==> config.mk <==
export PLATFORM = sky130hd
export DESIGN_NAME = core_if_ibuf_flat
export DESIGN_NICKNAME = d
export VERILOG_FILES = /design/src/rtl/core_if_ibuf_if.sv /design/src/rtl/core_if_ibuf.sv /design/src/flat_wrapper.sv
export SDC_FILE = /design/constraint.sdc
export NUM_CORES = 1
export LEC_CHECK = 0
export CAP_MARGIN = 15
export CORE_AREA = 2 2 214 174
export CTS_BUF_LIST = sky130_fd_sc_hd__clkbuf_8
export CTS_CLUSTER_DIAMETER = 150
export DETAILED_ROUTE_END_ITERATION = 16
export DIE_AREA = 0 0 216 176
export DONT_BUFFER_PORTS = 1
export PLACE_DENSITY = 0.54
export REMOVE_ABC_BUFFERS = 1
export SLEW_MARGIN = 10
export SYNTH_ARGS = -nofsm -noshare
export SYNTH_HDL_FRONTEND = slang
export SYNTH_SLANG_ARGS = --single-unit
==> constraint.sdc <==
create_clock -name clk -period 3.25 [get_ports clk]
set_clock_uncertainty 0.05 [all_clocks]
set_input_delay 0.65 -clock clk [delete_from_list [all_inputs] [get_ports clk]]
set_output_delay 0.65 -clock clk [all_outputs]
set_load 0.02 [all_outputs]
==> src/rtl/core_if_ibuf_if.sv <==
// IF/ID fetch-queue bundle: upstream tuple, downstream head, flush and status.
interface core_if_ibuf_if #(
    parameter int DEPTH  = 4,
    parameter int INST_W = 32,
    parameter int PC_W   = 32
);
    localparam int CW = $clog2(DEPTH + 1);

    logic              valid_in;
    logic              ready_in;
    logic [INST_W-1:0] i_inst;
    logic [PC_W-1:0]   i_pc;
    logic              i_branch_predict;
    logic              valid_out;
    logic              ready_out;
    logic [INST_W-1:0] o_inst;
    logic [PC_W-1:0]   o_pc;
    logic              o_branch_predict;
    logic              i_pipe_flush_req;
    logic [CW-1:0]     o_count;
    logic              o_empty;
    logic              o_full;

    modport slave (
        input  valid_in, i_inst, i_pc, i_branch_predict,
        input  ready_out, i_pipe_flush_req,
        output ready_in, valid_out, o_inst, o_pc, o_branch_predict,
        output o_count, o_empty, o_full
    );

    modport master (
        output valid_in, i_inst, i_pc, i_branch_predict,
        output ready_out, i_pipe_flush_req,
        input  ready_in, valid_out, o_inst, o_pc, o_branch_predict,
        input  o_count, o_empty, o_full
    );
endinterface

==> src/rtl/core_if_ibuf.sv <==
// DEPTH-entry instruction fetch queue between IFU and IDU.
// Optional empty-queue bypass; a flush empties the queue in one cycle.
module core_if_ibuf #(
    parameter int DEPTH  = 4,
    parameter int INST_W = 32,
    parameter int PC_W   = 32,
    parameter int BYPASS = 1
) (
    input logic           clk,
    input logic           rst,
    core_if_ibuf_if.slave bus
);
    localparam int AW = $clog2(DEPTH);
    localparam int CW = $clog2(DEPTH + 1);

    logic [INST_W-1:0] inst_mem [DEPTH];
    logic [PC_W-1:0]   pc_mem   [DEPTH];
    logic [DEPTH-1:0]  bp_mem;

    logic [AW-1:0] wr_ptr;
    logic [AW-1:0] rd_ptr;
    logic [CW-1:0] count;

    logic empty;
    logic full;
    logic flush;
    logic bypass;
    logic push;
    logic pop;
    logic pass;
    logic wr_en;
    logic rd_en;

    assign empty  = (count == '0);
    assign full   = (count == CW'(DEPTH));
    assign flush  = bus.i_pipe_flush_req;
    assign bypass = (BYPASS != 0) && empty;

    assign bus.ready_in  = !full;
    assign bus.valid_out = !flush && (bypass ? bus.valid_in : !empty);

    assign bus.o_inst           = bypass ? bus.i_inst : inst_mem[rd_ptr];
    assign bus.o_pc             = bypass ? bus.i_pc : pc_mem[rd_ptr];
    assign bus.o_branch_predict = bypass ? bus.i_branch_predict
                                         : bp_mem[rd_ptr];

    assign push = bus.valid_in && !full && !flush;
    assign pop  = bus.valid_out && bus.ready_out && !flush;

    // A tuple consumed in the same cycle it arrives on an empty queue
    // never touches storage.
    assign pass  = bypass && push && pop;
    assign wr_en = push && !pass;
    assign rd_en = pop && !pass;

    always_ff @(posedge clk or posedge rst) begin
        if (rst) begin
            wr_ptr <= '0;
            rd_ptr <= '0;
            count  <= '0;
        end else if (flush) begin
            wr_ptr <= '0;
            rd_ptr <= '0;
            count  <= '0;
        end else begin
            if (wr_en) wr_ptr <= wr_ptr + AW'(1);
            if (rd_en) rd_ptr <= rd_ptr + AW'(1);
            count <= count + CW'(wr_en) - CW'(rd_en);
        end
    end

    always_ff @(posedge clk) begin
        if (wr_en) begin
            inst_mem[wr_ptr] <= bus.i_inst;
            pc_mem[wr_ptr]   <= bus.i_pc;
            bp_mem[wr_ptr]   <= bus.i_branch_predict;
        end
    end

    assign bus.o_count = count;
    assign bus.o_empty = empty;
    assign bus.o_full  = full;

    a_no_overflow: assert property (
        @(posedge clk) disable iff (rst) count <= CW'(DEPTH));
    a_no_underflow: assert property (
        @(posedge clk) disable iff (rst) !(rd_en && empty));
    a_no_write_full: assert property (
        @(posedge clk) disable iff (rst) !(wr_en && full));
endmodule

==> src/flat_wrapper.sv <==
// flat-port wrapper written by rule: the top's interface ports become plain ports
module core_if_ibuf_flat 
#(
    parameter int DEPTH  = 4,
    parameter int INST_W = 32,
    parameter int PC_W   = 32,
    parameter int BYPASS = 1
)
  (clk, rst, bus_valid_in, bus_i_inst, bus_i_pc, bus_i_branch_predict, bus_ready_out, bus_i_pipe_flush_req, bus_ready_in, bus_valid_out, bus_o_inst, bus_o_pc, bus_o_branch_predict, bus_o_count, bus_o_empty, bus_o_full);
  core_if_ibuf_if #(.DEPTH(DEPTH), .INST_W(INST_W), .PC_W(PC_W)) bus_i ();
  input logic clk;
  input logic rst;
  input wire logic [$bits(bus_i.valid_in)-1:0] bus_valid_in;
  input wire logic [$bits(bus_i.i_inst)-1:0] bus_i_inst;
  input wire logic [$bits(bus_i.i_pc)-1:0] bus_i_pc;
  input wire logic [$bits(bus_i.i_branch_predict)-1:0] bus_i_branch_predict;
  input wire logic [$bits(bus_i.ready_out)-1:0] bus_ready_out;
  input wire logic [$bits(bus_i.i_pipe_flush_req)-1:0] bus_i_pipe_flush_req;
  output wire logic [$bits(bus_i.ready_in)-1:0] bus_ready_in;
  output wire logic [$bits(bus_i.valid_out)-1:0] bus_valid_out;
  output wire logic [$bits(bus_i.o_inst)-1:0] bus_o_inst;
  output wire logic [$bits(bus_i.o_pc)-1:0] bus_o_pc;
  output wire logic [$bits(bus_i.o_branch_predict)-1:0] bus_o_branch_predict;
  output wire logic [$bits(bus_i.o_count)-1:0] bus_o_count;
  output wire logic [$bits(bus_i.o_empty)-1:0] bus_o_empty;
  output wire logic [$bits(bus_i.o_full)-1:0] bus_o_full;
  assign bus_i.valid_in = bus_valid_in;
  assign bus_i.i_inst = bus_i_inst;
  assign bus_i.i_pc = bus_i_pc;
  assign bus_i.i_branch_predict = bus_i_branch_predict;
  assign bus_i.ready_out = bus_ready_out;
  assign bus_i.i_pipe_flush_req = bus_i_pipe_flush_req;
  assign bus_ready_in = bus_i.ready_in;
  assign bus_valid_out = bus_i.valid_out;
  assign bus_o_inst = bus_i.o_inst;
  assign bus_o_pc = bus_i.o_pc;
  assign bus_o_branch_predict = bus_i.o_branch_predict;
  assign bus_o_count = bus_i.o_count;
  assign bus_o_empty = bus_i.o_empty;
  assign bus_o_full = bus_i.o_full;
  core_if_ibuf #(.DEPTH(DEPTH), .INST_W(INST_W), .PC_W(PC_W), .BYPASS(BYPASS)) u_core (.clk(clk), .rst(rst), .bus(bus_i));
endmodule
Word level (Yosys, flattened, before mapping)

Memories as Yosys holds them, arrays and structs flattened.
Index checks and enable logic that the tools add are counted.

$add $sub $neg: 4
$lt $le $gt $ge: 3
Equality and inequality tests: 1
Mux-type cells: 16
Reduce and logical (&&, ||, !) cells: 17

Operators by type and width:

| cell                  | count |
|---|---|
| $mux W32              | 2 |
| $logic_and A1 B1 Y1   | 10 |
| $mux W2               | 4 |
| $lt A2 B3 Y1 const B  | 2 |
| $mux W1               | 6 |
| $add A2 B1 Y2 const B | 2 |
| $bwmux W4             | 1 |
| $logic_not A1 Y1      | 4 |
| $reduce_bool A2 Y1    | 2 |
| $add A3 B1 Y3         | 1 |
| $eq A3 B3 Y1 const B  | 1 |
| $logic_not A3 Y1      | 1 |
| $mux W3               | 1 |
| $sub A3 B1 Y3         | 1 |
| $bmux W1 S2           | 1 |
| $demux W1 S2          | 1 |
| $ge A2 B1 Y1 const B  | 1 |

Flip-flop bits (word level): 11
Memory bits (writable): 256
Input port bits: 70
Memories kept: 2

Memories:

| memory          | depth | width | read ports | clocked after memory_dff | write ports | RTL line           | source |
|---|---|---|---|---|---|---|---|
| u_core.inst_mem | 4     | 32    | 1          | 0                        | 1           | core_if_ibuf.sv:16 | `logic [INST_W-1:0] inst_mem [DEPTH];` |
| u_core.pc_mem   | 4     | 32    | 1          | 0                        | 1           | core_if_ibuf.sv:17 | `logic [PC_W-1:0] pc_mem [DEPTH];` |

Depth between registers and ports, before layout

Gate-level depths: netlist (run 1).

Depth in word-level cells: 12
Mapped depth: 9
Depth with buffers taken out: 9

Worst setup path before layout (run 1)

No wires, ideal clock.

Path kind: input port to flip-flop
Start point: input port bus_i_pipe_flush_req
End point: register u_core.bp_mem[0], enable pin
Library setup time: 0.430 ns
Arrival time: 2.733 ns
Required time: 2.770 ns
Path slack: 0.037 ns
Stages: 4
Path buffers: 1
Path through: clkbuf_1 -> inv_1 -> o311a_1 -> and2_1

Cells in the longest elaborated chain, start to end: 7
Elaborated cells on any way between the ends: 9
Those cells by class: 9 x reduce/logical

Ends and longest elaborated chain:

| what                             | RTL line                                                   | source |
|---|---|---|
| from (decl)                      | flat_wrapper.sv:18                                         | `input wire logic [$bits(bus_i.i_pipe_flush_req)-1:0] bus_i_pipe_flush_req;` |
| $logic_not A1 Y1 (*)             | core_if_ibuf.sv:40, core_if_ibuf.sv:47, core_if_ibuf.sv:48 |  |
| $logic_and A1 B1 Y1              | core_if_ibuf.sv:40                                         | `assign bus.valid_out = !flush && (bypass ? bus.valid_in : !empty);` |
| $logic_and A1 B1 Y1 (2 in a row) | core_if_ibuf.sv:48                                         | `assign pop = bus.valid_out && bus.ready_out && !flush;` |
| $logic_and A1 B1 Y1              | core_if_ibuf.sv:52                                         | `assign pass = bypass && push && pop;` |
| $logic_not A1 Y1                 | core_if_ibuf.sv:53                                         | `assign wr_en = push && !pass;` |
| $logic_and A1 B1 Y1 (*)          | core_if_ibuf.sv:53                                         |  |
| to (signal, indexed assignment)  | core_if_ibuf.sv:76                                         | `bp_mem[wr_ptr] <= bus.i_branch_predict;` |
| to (decl)                        | core_if_ibuf.sv:18                                         | `logic [DEPTH-1:0] bp_mem;` |

Mark *: on every way between the ends. The rest lies on a longest branch, timed or not.
A chain may end at the register's enable or synchronous reset.

Worst setup path after layout (run 1)

Start point: register u_core.rd_ptr[1]
End point: output port bus_o_inst[21]

Cells in the longest elaborated chain, start to end: 2

Ends and longest elaborated chain:

| what                   | RTL line           | source |
|---|---|---|
| from (decl)            | core_if_ibuf.sv:21 | `logic [AW-1:0] rd_ptr;` |
| from (signal assigned) | core_if_ibuf.sv:67 | `if (rd_en) rd_ptr <= rd_ptr + AW'(1);` |
| $mem_v2 Z4 W32         | -                  |  |
| $mux W32               | core_if_ibuf.sv:42 | `assign bus.o_inst = bypass ? bus.i_inst : inst_mem[rd_ptr];` |
| to (decl)              | flat_wrapper.sv:21 | `output wire logic [$bits(bus_i.o_inst)-1:0] bus_o_inst;` |

No other way between the ends.

==> implementation parameters, run 1 <==
Parameter                              Value

Routing
  Post-route DRC ... 0
  Detailed-route via count ... 4,590
  DRT iter0 DRCs ... slightly below 200
  Number of detailed-route iterations in the first pass ... 4
  Antenna-violating nets left ... 0
  Via count normalized by instance count ... around 4.6
  WL per Instance ... 20.71 um
  Final WL ... 20,750 um

Timing
  Final count of hold timing violations ... 0
  Unrepaired setup endpoints after global routing ... no
  Worst hold slack across all endpoints ... between 0.09 and 0.1 ns
  Count of endpoints failing setup in the final report ... 0
  Worst slew slack as a fraction of its limit ... 0.6729
  Minimum period implied by the final worst setup slack ... approximately 3 ns
  Worst slew pin tran ... slightly below 0.5 ns
  Max-slew violation count ... 0
  Upper clock frequency limit ... between 0.3 and 0.4 GHz
  Post-route fraction of the period consumed by the critical path ... 0.9358

Pwr
  Power density cells ... 784.9 nW/um^2
  Worst IR Drop VDD ... approximately 1200 uV
  Leak pwr ... 3.731 nW

Placed design
  Routability cong. ... roughly 0.68
  PortBufs ... 0
  Placed cell count ... about 900
  Final HPWL from detailed placement ... 11,820 um

GRT
  Antenna violations before repair ... 0
  Remaining global-route overflow ... 0
  Global-route wire length before repair ... 31,690 um
  Total Routing Usage GR ... 0.1104
  Pin count of the biggest net entering global routing ... 68
  Via count of the first global-routing pass ... 5,268

Floorplanning
  Ports ... between 100 and 150
  Core box area ... 35,680 um^2
  Die outline width ... 216 um
  Starting density of the core ... 0.2977
  Die Height ... 176 um
  Die Area ... 38,020 um^2
  Placement Rows ... 62

Worst setup path
  CP Data Required Time ... about 2.6 ns
  Crit start category ... flip-flop
  R2R setup slack ... 0.90 ns
  Data arrival time at the worst-slack endpoint ... approximately 2.3 ns
  Maximum fanout encountered on the critical timing path ... 42
  Crit. End Element ... output port
  CP Class ... reg -> out

Logic synthesis
  Post-synth top area cell ... edfxtp_1
  Cell types with the highest counts after synthesis ... edfxtp_1 (260), mux2_2 (66), mux4_2 (65)
  Flops & latches, synth ... 267
  Number of enable-type register cells in the synthesized netlist ... 260
  Dominant cell by count in the synthesized netlist ... edfxtp_1
  Main synth FF type ... edfxtp_1
  Post-synthesis cell area ... between 10,000 and 15,000 um^2
  Distinct cell type count of the synthesized netlist ... 25
  Ranking of synthesized cells by area ... edfxtp_1 (74%), mux4_2 (14%), mux2_2 (7.0%)
  Yosys warning count ... 0
  Seq/Total Area, Yosys ... 0.7516
  Cell count after synthesis ... approximately 460
  Area share of the largest cell type after synthesis ... 0.7351
  Syn Area/Cell ... ~23 um^2
  Async S/R FF share, synth ... 0.02622

Clock tree
  Cells resized by post-CTS repair ... 0
  Total CTS buffers ... 43
  H-Tree Depth ... 2
  Worst-skew pair later-pin latency ... 0.56 ns
  Maximum buffer depth of the clock tree ... 3
  Clock tree from TritonCTS ... done
  Clock Tree Root ... clkbuf_8
  Sinks on Clock Net ... 267
  Clock-pin slew of the registers on the worst-case setup and hold paths ... 0.06 ns

Status
  Run status ... finished clean

Worst hold path
  Worst hold path type ... in -> reg

Cells and area
  Final-stage net count ... 570
  Ant diodes ... 0
  Share of cells above drive strength 1 ... 0.3946
  Area added between synthesis and finish ... 13.70%
  Final standard cell count with taps included and fillers excluded ... about 1.0k

Run
  Max-cap viol count ... 0
-- area by class of cell --
cell class                      instances  area, um^2
Fill cell                            3374       23610
Sequential cell                       267        7990
Multi-Input combinational cell        163        2467
Tap cell                              480       600.6
Clock buffer                           43       591.8
Clock inverter                         31       222.7
Timing Repair Buffer                    9       170.2
Inverter                                9       33.78
-- state kept, by name, indices dropped and copies added, names as in the netlist --
| name | cells |
|---|---|
| u_core.inst_mem | 128 |
| u_core.pc_mem | 128 |
| u_core.bp_mem | 4 |
| u_core.bus.o_count | 3 |
| u_core.rd_ptr | 2 |
| u_core.wr_ptr | 2 |
-- worst paths after layout --
path                                        from                    end  depth (start not counted)
max                             u_core.rd_ptr[1]         bus_o_inst[21]                          3
min                         bus_i_pipe_flush_req  u_core.bus.o_count[1]                          1
max reg2reg                u_core.bus.o_count[0]  u_core.bus.o_count[2]                          9
min reg2reg                     u_core.wr_ptr[0]       u_core.wr_ptr[0]                          1
max in group asynchronous                    rst       u_core.rd_ptr[1]                          2
min in group asynchronous                    rst  u_core.bus.o_count[1]                          2
-- metal layers --
metal	GRT usage	part of all wire	vias to the layer above
met5	0	0	-
met4	0.03853	0.023	0
met3	0.03600	0.061	42
met2	0.1777	0.48	134
met1	0.1408	0.44	2430
li1	-	-	1984
-- cells by family (layout without fill, tap and decap cells) --
family                   count (synthesis)  count (layout)  share of synthesized area
flip-flops                             267             267                     0.7516
buffers and inverters                   32              92                    0.01755
adder cells (fa/ha/maj)                  7               7                   0.008953
AO/OA/AOI/OAI                            4               4                   0.002945
AND/OR/NAND/NOR                         16              16                   0.006950
multiplexers                           132             132                     0.2087
XOR/XNOR                                 4               4                   0.003299
-- power breakdown --
part / total (mW) / internal [mW] / switching (mW) / leakage (nW)
logic: 2.63 / 1.12 / 1.51 / 0.843
registers: 4.08 / 3.98 / 0.105 / 2.44
clock network: 2.77 / 1.48 / 1.29 / 0.447
total: 9.48 / 6.58 / 2.90 / 3.73
-- critical path: stages (launching register included) --
cell     delay, ns
dfrtp_4       0.68
buf_12        0.33
mux4_2        0.36
mux2_2        0.35
-- cell usage in the layout (no fill, tap or decap), drive strengths merged --
cell type      n
nor2           8
o31ai          1
mux2          66
nand2          2
and2           4
edfxtp       260
buf            8
nor2b          1
clkinv        15
o311a          1
nor3           1
xnor2          1
clkbuf        43
ha             6
mux2i          1
clkinvlp       4
dlygate4sd3    1
a21oi          1
dfrtp          7
xor2           3
o311ai         1
inv           18
mux4          65
bufinv         3
fa             1
-- repair_timing --
action,CTS,global route
hold buffers,1,0
endpoints found under the hold margin,7,0
setup buffers,0,0
-- metrics by stage --
stage	total power, mW	utilization	worst slack (ns)	instance area [um^2]	TNS [ns]
3_5_place_dp	6.854	0.3153	0.7711	11250	0
5_1_grt	9.952	0.3384	0.08744	12080	0
3_3_place_gp	6.816	0.3153	0.7751	11250	0
6_report	9.480	0.3384	0.2086	12080	0
2_1_floorplan	5.990	-	-3.896	10470	-250.09
4_1_cts	9.678	0.3384	0.1243	12080	0
No activity file was read; power rests on OpenSTA's default activity.
==> run 2, diff against run 1 <==
--- a/config.mk
+++ b/config.mk
@@ -12,6 +12,7 @@
 export DETAILED_ROUTE_END_ITERATION = 16
 export DIE_AREA = 0 0 216 176
 export DONT_BUFFER_PORTS = 1
+export MAX_ROUTING_LAYER = met4
 export PLACE_DENSITY = 0.54
 export REMOVE_ABC_BUFFERS = 1
 export SLEW_MARGIN = 10
==> implementation parameters, run 2 (synthesis results as in run 1) <==
Parameter                              Value

Status
  Run status ... finished clean

Cells and area
  Most frequent cells in the layout ... edfxtp_1 (260), mux2_2 (66), mux4_2 (65)
  Share of cells above drive strength 1 ... 0.3946 (unchanged)
  Biggest regs ... u_core.inst_mem x128, u_core.pc_mem x128, u_core.bp_mem x4
  Final core utilization ... 0.3384 (unchanged)
  Fill cell total of the finished layout ... 3,374 (unchanged)
  Commonest non-fill, non-tap cell in the layout ... edfxtp_1
  Ant diodes ... 0 (unchanged)
  Final standard cell count with taps included and fillers excluded ... 1,002 (unchanged)
  Final-stage net count ... 570 (unchanged)
  Area added between synthesis and finish ... 13.70% (unchanged)

Worst setup path
  Worst flop-to-flop path endpoint ... u_core.bus.o_count[2]
  Critical path, cell by cell ... nor3_2 > buf_12 > mux2_2
  Crit start category ... flip-flop
  Logic depth of the worst setup path including buffers ... 3 (unchanged)
  Data arrival time at the worst-slack endpoint ... 2.34 ns (about the same)
  Slowest cell on crit path ... dfrtp_1
  Crit. End Element ... output port
  Worst path max stage delay ... 0.54 ns (-0.14 ns)
  R2R setup slack ... 0.90 ns (about the same)
  Crit-path leading delay family ... flip-flops
  CP Class ... reg -> out
  CP Data Required Time ... 2.55 ns (about the same)
  End of the critical path ... bus_o_pc[21]
  Number of cells traversed by the worst register-to-register path ... 9 (unchanged)
  Maximum fanout encountered on the critical timing path ... 67 (+60%)
  Worst flop-to-flop path startpoint ... u_core.bus.o_count[0]
  Start point of the critical path ... u_core.bus.o_count[0]
  Buffers and inverters on the worst path ... 1 (unchanged)

GRT
  Pin count of the biggest net entering global routing ... 68 (unchanged)
  Total Routing Usage GR ... 0.1138 (+0.003448)
  Via count of the first global-routing pass ... 5,264 (-0.076%)
  Remaining global-route overflow ... 0 (unchanged)
  Global-route wire length before repair ... 31,710 um (about the same)
  Antenna violations before repair ... 0 (unchanged)

Pwr
  Proportion of power drawn by combinational gates ... 0.278 (about the same)
  Worst IR Drop VDD ... 1208 uV (+0.36%)
  Sequential fraction of design power ... 0.431 (about the same)
  Clock network power share ... 0.292 (about the same)
  Power density cells ... 785.2 nW/um^2 (about the same)
  Net switching component of the power ... 2.902 mW (about the same)
  Leak pwr ... 3.731 nW (unchanged)
  Cell-internal power ... 6.580 mW (about the same)
  Switching part of the total power ... 0.3060 (about the same)

Routing
  Number of detailed-route iterations in the first pass ... 4 (unchanged)
  Antenna-violating nets left ... 0 (unchanged)
  DRT iter0 DRCs ... 200 (+1.5%)
  WL per Instance ... 20.74 um (+0.14%)
  Post-route DRC ... 0 (unchanged)
  Via count normalized by instance count ... 4.569 (-0.26%)
  Detailed-route via count ... 4,578 (-0.26%)
  Final WL ... 20,780 um (+0.14%)

Placed design
  Worst-case setup slack after placement ... 0.7711 ns (unchanged)
  Routability cong. ... 0.6845 (+1.0%)
  PortBufs ... 0 (unchanged)
  Final HPWL from detailed placement ... 11,820 um (unchanged)
  Placed cell count ... 927 (unchanged)

Floorplanning
  Die Area ... 38,020 um^2 (unchanged)
  Starting density of the core ... 0.2977 (unchanged)
  Die outline width ... 216 um (unchanged)
  Core box area ... 35,680 um^2 (unchanged)
  Die Height ... 176 um (unchanged)
  Ports ... 142 (unchanged)
  Placement Rows ... 62 (unchanged)

Clock tree
  Sinks on Clock Net ... 267 (unchanged)
  Clock tree from TritonCTS ... done
  Number of buffers inserted for hold repair after clock tree synthesis ... 1 (unchanged)
  H-Tree Depth ... 2 (unchanged)
  Post-CTS repair timing setup buffer count ... 0 (unchanged)
  Total CTS buffers ... 43 (unchanged)
  Maximum buffer depth of the clock tree ... 3 (unchanged)
  Clock Tree Root ... clkbuf_8
  Cells resized by post-CTS repair ... 0 (unchanged)
  Worst-skew pair later-pin latency ... 0.56 ns (about the same)
  Clock-pin slew of the registers on the worst-case setup and hold paths ... 0.06 ns (about the same)

Worst hold path
  Worst hold path type ... in -> reg

Timing
  Unrepaired setup endpoints after global routing ... no
  Upper clock frequency limit ... 0.3289 GHz (about the same)
  Worst hold slack across all endpoints ... 0.09954 ns (+0.004512 ns)
  Count of endpoints failing setup in the final report ... 0 (unchanged)
  Final count of hold timing violations ... 0 (unchanged)
  Worst slew pin tran ... 0.4906 ns (-0.00003886 ns)
  Worst slew slack as a fraction of its limit ... 0.6729 (about the same)
  Final setup margin ... 0.2096 ns (+0.0009720 ns)
  Max-slew violation count ... 0 (unchanged)
  Post-route fraction of the period consumed by the critical path ... 0.9355 (about the same)
  Minimum period implied by the final worst setup slack ... 3.040 ns (-0.0009720 ns)

Run
  Max-cap viol count ... 0 (unchanged)
## run 2: cell counts in the layout (fill, tap and decap cells not counted)
No cell type changed its count.
## run 2: area by class of cell
cell class                      count  area (um^2)  share of cell area
Clock inverter                     31        222.7             0.01844
Sequential cell                   267         7990              0.6616
Clock buffer                       43        591.8             0.04901
Multi-Input combinational cell    163         2467              0.2043
Timing Repair Buffer                9        170.2             0.01409
Inverter                            9        33.78            0.002797
Tap cell                          480        600.6             0.04973
## run 2: worst min-delay path by stage
stage,to,start,slack (ns),depth (start not counted)
2_1_floorplan,u_core.bus.o_count[0],rst,0.40,1
3_3_place_gp,u_core.bus.o_count[2],rst,0.45,1
3_5_place_dp,u_core.bus.o_count[2],rst,0.47,1
4_1_cts,u_core.bus.o_count[1],bus_i_pipe_flush_req,0.04,1
5_1_grt,u_core.bus.o_count[2],bus_i_pipe_flush_req,0.05,1
6_report,u_core.bus.o_count[1],bus_i_pipe_flush_req,0.1,1
## run 2: layer usage
| metal | track usage | up-vias | part of all wire |
|---|---|---|---|
| li1 | - | 1985 | - |
| met1 | 0.1411 | 2420 | 0.44 |
| met2 | 0.1777 | 133 | 0.47 |
| met3 | 0.03600 | 40 | 0.062 |
| met4 | 0.03853 | 0 | 0.023 |
| met5 | - | - | 0 |
## run 2: through the flow
| stage | power [mW] | area [um^2] | setup TNS, ns |
|---|---|---|---|
| after floorplan | 5.990 | 10470 | -250.09 |
| after global placement | 6.816 | 11250 | 0 |
| after detailed placement | 6.854 | 11250 | 0 |
| after CTS | 9.678 | 12080 | 0 |
| after global routing | 9.952 | 12080 | 0 |
| final | 9.482 | 12080 | 0 |
## run 2: power by group through the flow
stage	Combinational [mW]	Sequential (mW)	Clock [mW]
3_3_place_gp	2.67	4.14	0
6_report	2.63	4.08	2.77
4_1_cts	2.71	4.09	2.88
2_1_floorplan	1.71	4.28	0
5_1_grt	2.82	4.10	3.03
3_5_place_dp	2.70	4.16	0
